### src/rtl/fetch_pc_redirect.sv
// Fetch PC owner: sequential imem requests, taken branch/jump redirect with IF/ID flush.
// Optional redirect counter port enabled by defining REDIRECT_CNT_EN.
module fetch_pc_redirect #(
  parameter logic [31:0] RESET_PC     = 32'h0000_0000,
  parameter int unsigned FLUSH_CYCLES = 2,
  parameter logic [31:0] PC_STEP      = 32'd4
) (
  input  logic        clk_i,
  input  logic        reset_ni,
  input  logic        branch_i,
  input  logic        jump_i,
  input  logic [31:0] target_i,
  input  logic        stall_i,
  input  logic        imem_ready_i,
  output logic        imem_req_o,
  output logic [31:0] imem_addr_o,
  output logic [31:0] pc_if_o,
  output logic        if_valid_o,
  output logic        flush_o,
`ifdef REDIRECT_CNT_EN
  output logic        misalign_o,
  output logic [15:0] redirect_cnt_o
`else
  output logic        misalign_o
`endif
);

  typedef enum logic [1:0] {StBoot, StFetch, StWait, StFlush} state_e;

  localparam logic [2:0] FlushLoad = 3'(FLUSH_CYCLES - 1);

  state_e      state_q;
  logic [31:0] pc_q;
  logic [31:0] pc_if_q;
  logic        if_valid_q;
  logic        misalign_q;
  logic [2:0]  flush_cnt_q;

  logic redirect;
  logic redirect_applied;

  assign redirect         = branch_i | jump_i;
  assign redirect_applied = redirect && (state_q != StBoot);

  always_ff @(posedge clk_i or negedge reset_ni) begin
    if (!reset_ni) begin
      state_q     <= StBoot;
      pc_q        <= RESET_PC;
      pc_if_q     <= 32'h0;
      if_valid_q  <= 1'b0;
      misalign_q  <= 1'b0;
      flush_cnt_q <= 3'd0;
    end else begin
      if_valid_q <= 1'b0;
      misalign_q <= 1'b0;
      if (state_q == StBoot) begin
        state_q <= StFetch;
      end else if (redirect) begin
        // Any outstanding request is abandoned; a late imem_ready falls into FLUSH and is ignored.
        pc_q        <= {target_i[31:2], 2'b00};
        state_q     <= StFlush;
        flush_cnt_q <= FlushLoad;
        misalign_q  <= |target_i[1:0];
      end else begin
        unique case (state_q)
          StFlush: begin
            if (flush_cnt_q == 3'd0) begin
              state_q <= StFetch;
            end else begin
              flush_cnt_q <= flush_cnt_q - 3'd1;
            end
          end
          StFetch, StWait: begin
            if (!stall_i) begin
              if (imem_ready_i) begin
                pc_q       <= pc_q + PC_STEP;
                pc_if_q    <= pc_q;
                if_valid_q <= 1'b1;
                state_q    <= StFetch;
              end else begin
                state_q <= StWait;
              end
            end
          end
          default: state_q <= StFetch;
        endcase
      end
    end
  end

  assign imem_req_o  = (state_q == StFetch) || (state_q == StWait);
  assign imem_addr_o = pc_q;
  assign pc_if_o     = pc_if_q;
  assign if_valid_o  = if_valid_q;
  assign flush_o     = (state_q == StFlush);
  assign misalign_o  = misalign_q;

`ifdef REDIRECT_CNT_EN
  logic [15:0] redirect_cnt_q;

  always_ff @(posedge clk_i or negedge reset_ni) begin
    if (!reset_ni) begin
      redirect_cnt_q <= 16'h0;
    end else if (redirect_applied && (redirect_cnt_q != 16'hFFFF)) begin
      redirect_cnt_q <= redirect_cnt_q + 16'd1;
    end
  end

  assign redirect_cnt_o = redirect_cnt_q;
`endif

endmodule

### config.mk
export PLATFORM = sky130hd
export DESIGN_NAME = fetch_pc_redirect
export DESIGN_NICKNAME = d
export VERILOG_FILES = /design/src/rtl/fetch_pc_redirect.sv
export SDC_FILE = /design/constraint.sdc
export NUM_CORES = 1
export LEC_CHECK = 0
export BUFFER_PORTS_ARGS = -buffer_cell sky130_fd_sc_hd__buf_4
export CORE_ASPECT_RATIO = 1.5
export CORE_MARGIN = 1.5
export CORE_UTILIZATION = 55
export DETAILED_ROUTE_END_ITERATION = 8
export GPL_TIMING_DRIVEN = 0
export PLACE_DENSITY = 0.85
export SLEW_MARGIN = 20
export SYNTH_ARGS = -nofsm -noshare
export SYNTH_HDL_FRONTEND = slang
export SYNTH_SLANG_ARGS = --single-unit
export TNS_END_PERCENT = 20
### constraint.sdc
create_clock -name clk_i -period 4.42 [get_ports clk_i]
set_input_delay 0.442 -clock clk_i [delete_from_list [all_inputs] [get_ports clk_i]]
set_output_delay 0.442 -clock clk_i [all_outputs]
set_load 0.02 [all_outputs]
==> After elaboration in Yosys (flattened, before gate mapping) <==
Cells that the tools add are included.
{ "word_totals": {"reg_bits": 71, "input_bits": 38, "out_inout_bits": 68, "elab_cells": 51} }
{ "op_classes": {"n_addsub": 2, "n_eq_ne": 7, "n_mux": 20, "n_bitwise": 4, "n_reduce_logical": 12} }
{ "ops": {"columns": ["op", "count"], "rows": [
  ["$mux W32", 4],
  ["$add A32 B3 Y32 const B", 1],
  ["$mux W2", 5],
  ["$mux W3", 3],
  ["$mux W1", 7],
  ["$reduce_bool A2 Y1", 3],
  ["$reduce_and A5 Y1", 1],
  ["$eq A2 B2 Y1 const B", 2],
  ["$ne A4 B1 Y1 const B", 1],
  ["$ne A4 B4 Y1 const B", 1],
  ["$pmux W2 S2", 1],
  ["$reduce_and A4 Y1", 1],
  ["$reduce_or A2 Y1", 2],
  ["$logic_not A3 Y1", 1],
  ["$not A1 Y1", 3],
  ["$reduce_and A3 Y1", 1],
  ["$sub A3 B1 Y3 const B", 1],
  ["$eq A2 B1 Y1 const B", 1],
  ["$logic_not A2 Y1", 1],
  ["$ne A2 B1 Y1 const B", 1],
  ["$ne A2 B2 Y1 const B", 1],
  ["$reduce_and A2 Y1", 1],
  ["$logic_or A1 B1 Y1", 1],
  ["$or A1 B1 Y1", 1]
]} }

==> Longest topological paths before layout <==
Gate-level depths: netlist (run 1).
{ "logic_depth": {"depth_word": 5, "depth_mapped": 9, "ltp_nobuf": 8} }

==> Least setup slack after synthesis (run 1) <==
Ideal clock, no wire load.
{ "synth_path": {"path_kind": "reg2reg", "start": "register state_q[0]", "end": "register pc_q[26], in the netlist imem_addr_o[26]", "setup_ps": 146, "t_arrival_ps": 1961, "required_time_ps": 4274, "path_slack_ps": 2313, "stages_incl_launch_ff": 8, "path_buffers": 0, "synth_period_minus_slack_ps": 2107, "path_cell_list": "dfrtp_1 -> inv_1 -> ha_1 -> nand4bb_1 -> nor3_1 -> nand2_1 -> o311ai_0 -> o311ai_1"} }
{ "synth_via": {"elab_chain_cells": 4, "word_cells_on_any_way": 7, "classes_between": "eq/ne: 2; bitwise: 1; reduce/logical: 4"} }
{ "synth_rtl": {"columns": ["element", "line", "source"], "rows": [
  ["start: declaration", "32", "state_e state_q;"],
  ["start signal: assignment", "47", "state_q <= StBoot;"],
  ["start signal: assignment", "57", "state_q <= StFetch;"],
  ["start signal: assignment", "61", "state_q <= StFlush;"],
  ["$eq A2 B1 Y1 / $eq A2 B2 Y1 (equally long branches)", "65", "unique case (state_q)"],
  ["$reduce_or A2 Y1", "65", null],
  ["$reduce_bool A2 Y1 (no source line)", null, null],
  ["$reduce_and A4 Y1 (no source line) (*)", null, null],
  ["end signal: assignment", "60", "pc_q <= {target_i[31:2], 2'b00};"],
  ["end signal: assignment", "76", "pc_q <= pc_q + PC_STEP;"],
  ["end: declaration", "33", "logic [31:0] pc_q;"]
]} }
Mark *: on every way between the ends. The rest lies on a longest branch, timed or not.
A chain may end at the register's enable or synchronous reset.

==> Final worst setup path (run 1) <==
{ "layout_path": {"start": "register state_q[0]", "end": "register pc_q[24], in the netlist imem_addr_o[24]"} }
The elaborated chain is that of the path after synthesis.

==> impl_metrics.ini, run 1 <==
[run_status]
status = finished, final reports clean

[placed_design]
dp_hpwl_um = 6940
dpl.cell_count = 519
place.gp.congestion = 0.906
dp_slack_ns = 2.00
port_buffers = 101

[clocking]
cts_root_buf = clkbuf_8
cts_buffers = 9
cts_tree = yes
clockBufferDepth = 2
htree_levels = 3
post_cts_buffers = 0
cts.sinks = 67
clk_pin_slew_ns = 0.08
cts_hold_buf = 0
ctsResizeCount = 0
insertion_delay_ns = 0.35

[synth]
synthAdderAreaFrac_pct = 1.83
synth-xor-area-share_pct = 1.02
yosysSeqAreaShare_pct = 48.9
synth_edf_count = 0
ys_ff_latch = 67
synthTopCellsByArea = dfrtp_1 (49%), mux2_2 (8.2%), nand2_1 (4.6%)
yosysMostFrequentCell = dfrtp_1
async_flop_share_pct = 100
synth-simple-area-share_pct = 18.3
synth_compound_area_share_pct = 16.5
synth_mux_area_share_pct = 8.51
avgSynthCellArea_um2 = 10.0
syn-cell-area_um2 = 3430
ys_warn_count = 0
synth_top_family_by_area = simple AND/OR/NAND/NOR gates
synth_top_area_share_pct = 48.9
ys.flop_type = dfrtp_1
netlist_instances = 341
yosysUniqueCellTypes = 54
synth_top_cell_by_area = dfrtp_1
synthTopCellsByCount = dfrtp_1 (67), nand2_1 (42), o21ai_0 (26), mux2_2 (25), nor2_1 (25)

[critical_path]
cp.arrival_ns = 2.69
crit_path_end_kind = register
reg2regPathDepth = 7
path_max_fanout = 10
r2r_start = state_q[0]$_DFFE_PN0P_
criticalPathCategory = reg2reg
reg2reg_to = imem_addr_o[24]$_DFFE_PN0P_
rrSetupSlack_ns = 1.96
crit_required_ns = 4.65
crit_path_start_kind = register

[sta]
fin_crit_ns = 2.46
hold_viol = 0
fmax_mhz = 407
setup_tns_ns = 0
slew_headroom_pct = 44.1
clock_skew_ns = 0.0108
setup_viol = 0
finalCritPeriodShare_pct = 55.7
final.setup.worst_slack_ns = 1.96
rsz0062_at_grt = no
slew_viol_final = 0
worstMarginPinSlew_ns = 0.839

[pwr]
pwr-share-clk_pct = 28.2
p_total_mw = 1.85
power.share.combinational_pct = 28.7
seqPwrFrac_pct = 43.1
ir_worst_vdd_v = 0.000303
power_density_nw_per_um2 = 412
internal_power_mw = 1.24
swShare_pct = 33.2
p_switching_mw = 0.614
leakage_nw = 2.13

[die]
dieArea_um2 = 6720
die_y_um = 99.7
die_w_um = 67.4
ios = 106
initial_utilization_pct = 56.3
rows = 35
coreArea_um2 = 6090

[route]
drt-initial-drc-count = 291
wl_per_cell_um = 17.7
vias = 3258
firstDrtPassIters = 5
drcViolationCount = 0
postRouteAntennaNets = 0
via_per_inst = 6.09
finalWirelength_um = 9460

[layout]
drive_above_1_share_pct = 35.1
nFillCells = 482
nets = 499
area_growth_pct = 31.0
diodes = 0
stdcell_count = 535

[flow_run]
maxCapViolCount = 0

[grt]
groute.usage.overall_pct = 29.3
grt_max_degree = 68
grt-ovfl-total = 0
grt_pass1_vias = 3081
antenna_found_initial = 0
grt_pass1_wl_um = 14700

[hold_path]
hold_path_class = in2async
cell families after synthesis:
group | Yosys count
DFF | 67
other | 1
AOI/OAI and AO/OA | 84
and+or+nand+nor | 117
buffers and inverters | 37
muxes | 26
xor gates and xnor gates | 4
adders and majority gates | 5
metal layers:
layer  vias to the layer above  track usage, %  wire, um  share of wire (%)
li1                       1484               -         -                  -
met1                      1579            35.1      3510                 37
met2                       170            49.3      5030                 53
met3                        25            6.45       678                7.2
met4                         0            13.0       241                2.5
met5                         -               0         0                  0
per-stage QoR:
step           hold slack (ns)  instance area [um2]  util (%)
2_1_floorplan            0.146                 3440         -
5_1_grt                  0.259                 4490      73.8
6_report                 0.192                 4490      73.8
3_3_place_gp             0.460                 4290      70.4
3_5_place_dp             0.468                 4290      70.4
4_1_cts                  0.220                 4490      73.8
cell usage in the layout, fill, tap and decap left out, types with 3 or more instances in the layout:
| master | n |
|---|---|
| a21o_1 | 3 |
| a21oi_1 | 11 |
| a221o_1 | 3 |
| a22oi_1 | 6 |
| a31oi_1 | 6 |
| a32oi_1 | 3 |
| buf_2 | 8 |
| buf_4 | 105 |
| clkbuf_1 | 9 |
| clkbuf_8 | 10 |
| conb_1 | 4 |
| dfrtp_1 | 67 |
| ha_1 | 5 |
| inv_1 | 14 |
| mux2_2 | 25 |
| nand2_1 | 42 |
| nand3_1 | 13 |
| nand4_1 | 9 |
| nor2_1 | 25 |
| nor3_1 | 5 |
| nor4_2 | 3 |
| o211ai_1 | 3 |
| o21ai_0 | 26 |
| o22ai_1 | 3 |
| o311ai_0 | 7 |
| xor2_1 | 4 |
cell type report:
cell class / instances / area (um2) / area share [%]
flip-flops and latches: 67 / 1680 / 37.3
multi-input cells: 240 / 1600 / 35.6
repair buffers: 101 / 758 / 16.9
clock buffers: 10 / 138 / 3.07
plain buffers: 23 / 111 / 2.48
well taps: 74 / 92.6 / 2.06
clock inverters: 6 / 63.8 / 1.42
inverters: 14 / 52.6 / 1.17
flip-flops by register name, summed over array words and instances, names as in the netlist:
name and flops:
flush_cnt_q 3, if_valid_o 1, imem_addr_o 30, state_q 2, misalign_o 1, pc_if_o 30
power by group through the flow:
stage          Sequential [mW]  Clock [mW]  Combinational (mW)
2_1_floorplan            0.917           0               0.175
5_1_grt                  0.813       0.549               0.575
3_3_place_gp             0.804           0               0.520
6_report                 0.798       0.522               0.531
3_5_place_dp             0.810           0               0.533
4_1_cts                  0.798       0.529               0.535
how the worst max path moves through the flow:
stage | startpoint | slack, ns | end
final | state_q[0]$_DFFE_PN0P_ | 1.96 | imem_addr_o[24]$_DFFE_PN0P_
after global placement | state_q[0]$_DFFE_PN0P_ | 2.05 | imem_addr_o[24]$_DFFE_PN0P_
after floorplan | state_q[0]$_DFFE_PN0P_ | 2.31 | imem_addr_o[26]$_DFFE_PN0P_
after global routing | state_q[0]$_DFFE_PN0P_ | 1.78 | imem_addr_o[24]$_DFFE_PN0P_
after detailed placement | state_q[0]$_DFFE_PN0P_ | 2.00 | imem_addr_o[26]$_DFFE_PN0P_
after CTS | state_q[0]$_DFFE_PN0P_ | 1.99 | imem_addr_o[12]$_DFFE_PN0P_
critical path, cell delays in order (launching register included):
cell       delay, ns
dfrtp_1         0.37
inv_1           0.05
ha_1            0.21
buf_2           0.19
nand4bb_1       0.35
nor3_1          0.61
nand3_1         0.24
o311ai_0        0.33
Power figures use the tool's default switching activity.
==> run 2: changes to the inputs <==
--- a/config.mk
+++ b/config.mk
@@ -5,13 +5,14 @@
 export SDC_FILE = /design/constraint.sdc
 export NUM_CORES = 1
 export LEC_CHECK = 0
+export ABC_AREA = 1
 export BUFFER_PORTS_ARGS = -buffer_cell sky130_fd_sc_hd__buf_4
 export CORE_ASPECT_RATIO = 1.5
 export CORE_MARGIN = 1.5
-export CORE_UTILIZATION = 55
+export CORE_UTILIZATION = 47
 export DETAILED_ROUTE_END_ITERATION = 8
 export GPL_TIMING_DRIVEN = 0
-export PLACE_DENSITY = 0.85
+export PLACE_DENSITY = 0.76
 export SLEW_MARGIN = 20
 export SYNTH_ARGS = -nofsm -noshare
 export SYNTH_HDL_FRONTEND = slang
==> constraint.sdc (replaced) <==
create_clock -name clk_i -period 2.25 [get_ports clk_i]
set_input_delay 0.225 -clock clk_i [delete_from_list [all_inputs] [get_ports clk_i]]
set_output_delay 0.225 -clock clk_i [all_outputs]
set_load 0.02 [all_outputs]
==> run 2 against run 1 <==
Compared with the run above:
- setup slack lost 1.5 ns
- synthesized cell count grew 54%
- largest power group is now combinational logic
- critical endpoint is now pc_if_o[19]$_DFFE_PN0P_
- fmax grew 38%
- largest cell class is now multi-input gates
==> impl_metrics.ini, run 2 <==
[run_status]
status = finished, final reports clean

[sta]
slew_viol_final = 0
finalCritPeriodShare_pct = 79.3
rsz0062_at_grt = no
setup_tns_ns = 0
fin_hold_ws_ns = 0.00446
fin_crit_ns = 1.78
slew_headroom_pct = 43.5
fmax_mhz = 561
setup_viol = 0
clock_skew_ns = 0.00470
hold_viol = 0
worstMarginPinSlew_ns = 0.848

[clocking]
cts.sinks = 67
ctsResizeCount = 0
cts_buffers = 9
cts_tree = yes
insertion_delay_ns = 0.34
cts_hold_buf = 0
clockBufferDepth = 2
cts_root_buf = clkbuf_16
clk_pin_slew_ns = 0.05
htree_levels = 3
post_cts_buffers = 0

[grt]
grt_pass1_vias = 3770
grt-ovfl-total = 0
antenna_found_initial = 0
use_met2_pct = 48.7
groute.usage.overall_pct = 27.3
grt-busiest-layer = met2
grt_pass1_wl_um = 18000
grt_max_degree = 68
gr-usage-met1_pct = 30.8
grtUsageMet3_pct = 4.47

[placed_design]
dp_hpwl_um = 8450
place.gp.congestion = 0.884
port_buffers = 101
dpl.cell_count = 731

[layout]
area_growth_pct = 30.5
layout_common_cells = nand2_1 (164), buf_4 (106), nor2_1 (85)
diodes = 0
multi_input_area_um2 = 1770
nets = 683
nFillCells = 728
stdcell_count = 745
drive_above_1_share_pct = 23.5
final-seq-area_um2 = 1680
layout_commonest_cell = nand2_1

[critical_path]
crit_path_start_kind = register
cp.arrival_ns = 2.05
crit_path_end_kind = register
rrSetupSlack_ns = 0.47
reg2regPathDepth = 8
slowest_stage = clkbuf_1
path_max_fanout = 10
crit_chain = inv_1, ha_1, nand4_2, nor2_4, inv_2, clkbuf_1, nand2_1, o21ai_1
cp-startpoint = state_q[0]$_DFFE_PN0P_
r2r_start = state_q[0]$_DFFE_PN0P_
reg2reg_to = pc_if_o[19]$_DFFE_PN0P_
crit_required_ns = 2.51
cpPeakStageDelay_ns = 0.40
criticalPathCategory = reg2reg
endpoint = pc_if_o[19]$_DFFE_PN0P_

[die]
die_w_um = 76.0
rows = 39
die_y_um = 113
initial_utilization_pct = 48.8
dieArea_um2 = 8560
ios = 106
coreArea_um2 = 7710

[synth]
synth_mux_area_share_pct = 0
synth_edf_count = 0
syn-cell-area_um2 = 3760
ys_warn_count = 0
synth-xor-area-share_pct = 1.40
synthTopCellsByCount = nand2_1 (164), nor2_1 (85), dfrtp_1 (67), inv_1 (47), nand3_1 (34)
synth_compound_area_share_pct = 10.0
synthTopCellsByArea = dfrtp_1 (45%), nand2_1 (16%), nor2_1 (8.5%)
synthAdderAreaFrac_pct = 1.66
synth_top_area_share_pct = 44.6
synth_top_cell_by_area = dfrtp_1
synth_top_family_by_area = simple AND/OR/NAND/NOR gates
synth-simple-area-share_pct = 33.6
async_flop_share_pct = 100
netlist_instances = 525
ys_ff_latch = 67
yosysUniqueCellTypes = 30
ys.flop_type = dfrtp_1
yosysSeqAreaShare_pct = 44.6
avgSynthCellArea_um2 = 7.16
yosysMostFrequentCell = nand2_1

[route]
postRouteAntennaNets = 0
drcViolationCount = 0
finalWirelength_um = 11100
vias = 3814
firstDrtPassIters = 5
via_per_inst = 5.12
drt-initial-drc-count = 209
wl_per_cell_um = 14.9

[pwr]
leakage_nw = 2.49
seqPwrFrac_pct = 34.9
power.share.combinational_pct = 44.7
internal_power_mw = 3.42
swShare_pct = 42.6
power_density_nw_per_um2 = 1220
pwr-share-clk_pct = 20.4
p_switching_mw = 2.54
ir_worst_vdd_v = 0.000651

[flow_run]
maxCapViolCount = 0

[hold_path]
hold_path_class = in2async
[run 2: changes by cell type after synthesis, sizes merged, moves of 5 or more]
cell    before  now
a21oi       11    1
a22oi        6    1
a31oi        6    1
inv         14   51
mux2        25    0
nand2       43  169
nand3       14   34
nand4       10    1
nor2        25   96
nor4         6    0
o21ai       26   60
o22ai        3    8
o311ai       8    0
[run 2: worst min-delay path by stage]
stage                     slack [ns]                     endpoint  cells after the start  startpoint
after floorplan                -0.07   flush_cnt_q[0]$_DFFE_PN0P_                      0    reset_ni
after global placement          0.39      pc_if_o[25]$_DFFE_PN0P_                      1    reset_ni
after detailed placement        0.39      pc_if_o[25]$_DFFE_PN0P_                      1    reset_ni
after CTS                       0.04      pc_if_o[25]$_DFFE_PN0P_                      1    reset_ni
after global routing            0.09      pc_if_o[25]$_DFFE_PN0P_                      1    reset_ni
final                          0.004  imem_addr_o[26]$_DFFE_PN0P_                      1    reset_ni
[run 2: per-stage QoR]
step                      worst slack, ns  instance area (um2)  utilization (%)  power [mW]
after CTS                           0.457                 4910             63.6        5.99
after floorplan                     0.586                 3770                -        3.61
final                               0.466                 4910             63.6        5.97
after global placement              0.513                 4660             60.4        4.70
after detailed placement            0.493                 4660             60.4        4.77
after global routing                0.200                 4910             63.6        6.35
[run 2: layout make-up]
class / count / area share [%]
Multi-Input combinational cell: 389 / 36.1
Sequential cell: 67 / 34.2
Timing Repair Buffer: 101 / 15.5
Clock buffer: 10 / 4.67
Inverter: 51 / 3.95
Buffer: 21 / 2.65
Tap cell: 102 / 2.60
Clock inverter: 4 / 0.408
[run 2: logic make-up after synthesis]
kind of cell	count (synthesis)
other	1
flip-flops	67
adder cells (fa/ha/maj)	5
buffers and inverters	72
XOR/XNOR	6
AO/OA/AOI/OAI	72
AND/OR/NAND/NOR	302
[run 2: per-layer routing]
| layer | part of all wire [%] | wire length, um |
|---|---|---|
| met5 | 0 | 0 |
| met4 | 3.4 | 380 |
| met3 | 5.3 | 589 |
| met2 | 53 | 5840 |
| met1 | 39 | 4260 |
[run 2: critical path: cells and delay by family (launching register included)]
| kind | cells | cell delay (ns) |
|---|---|---|
| buffers and inverters | 3 | 0.56 |
| AO/OA/AOI/OAI | 1 | 0.10 |
| AND/OR/NAND/NOR | 3 | 0.35 |
| adder cells (fa/ha/maj) | 1 | 0.36 |
| flip-flops | 1 | 0.35 |
[run 2: power by group through the flow]
stage | Combinational [mW] | Sequential (mW) | Clock, mW
floorplan | 1.10 | 2.51 | 0
global placement | 2.63 | 2.07 | 0
detailed placement | 2.67 | 2.09 | 0
CTS | 2.69 | 2.08 | 1.23
global route | 2.94 | 2.14 | 1.27
finish | 2.67 | 2.08 | 1.22
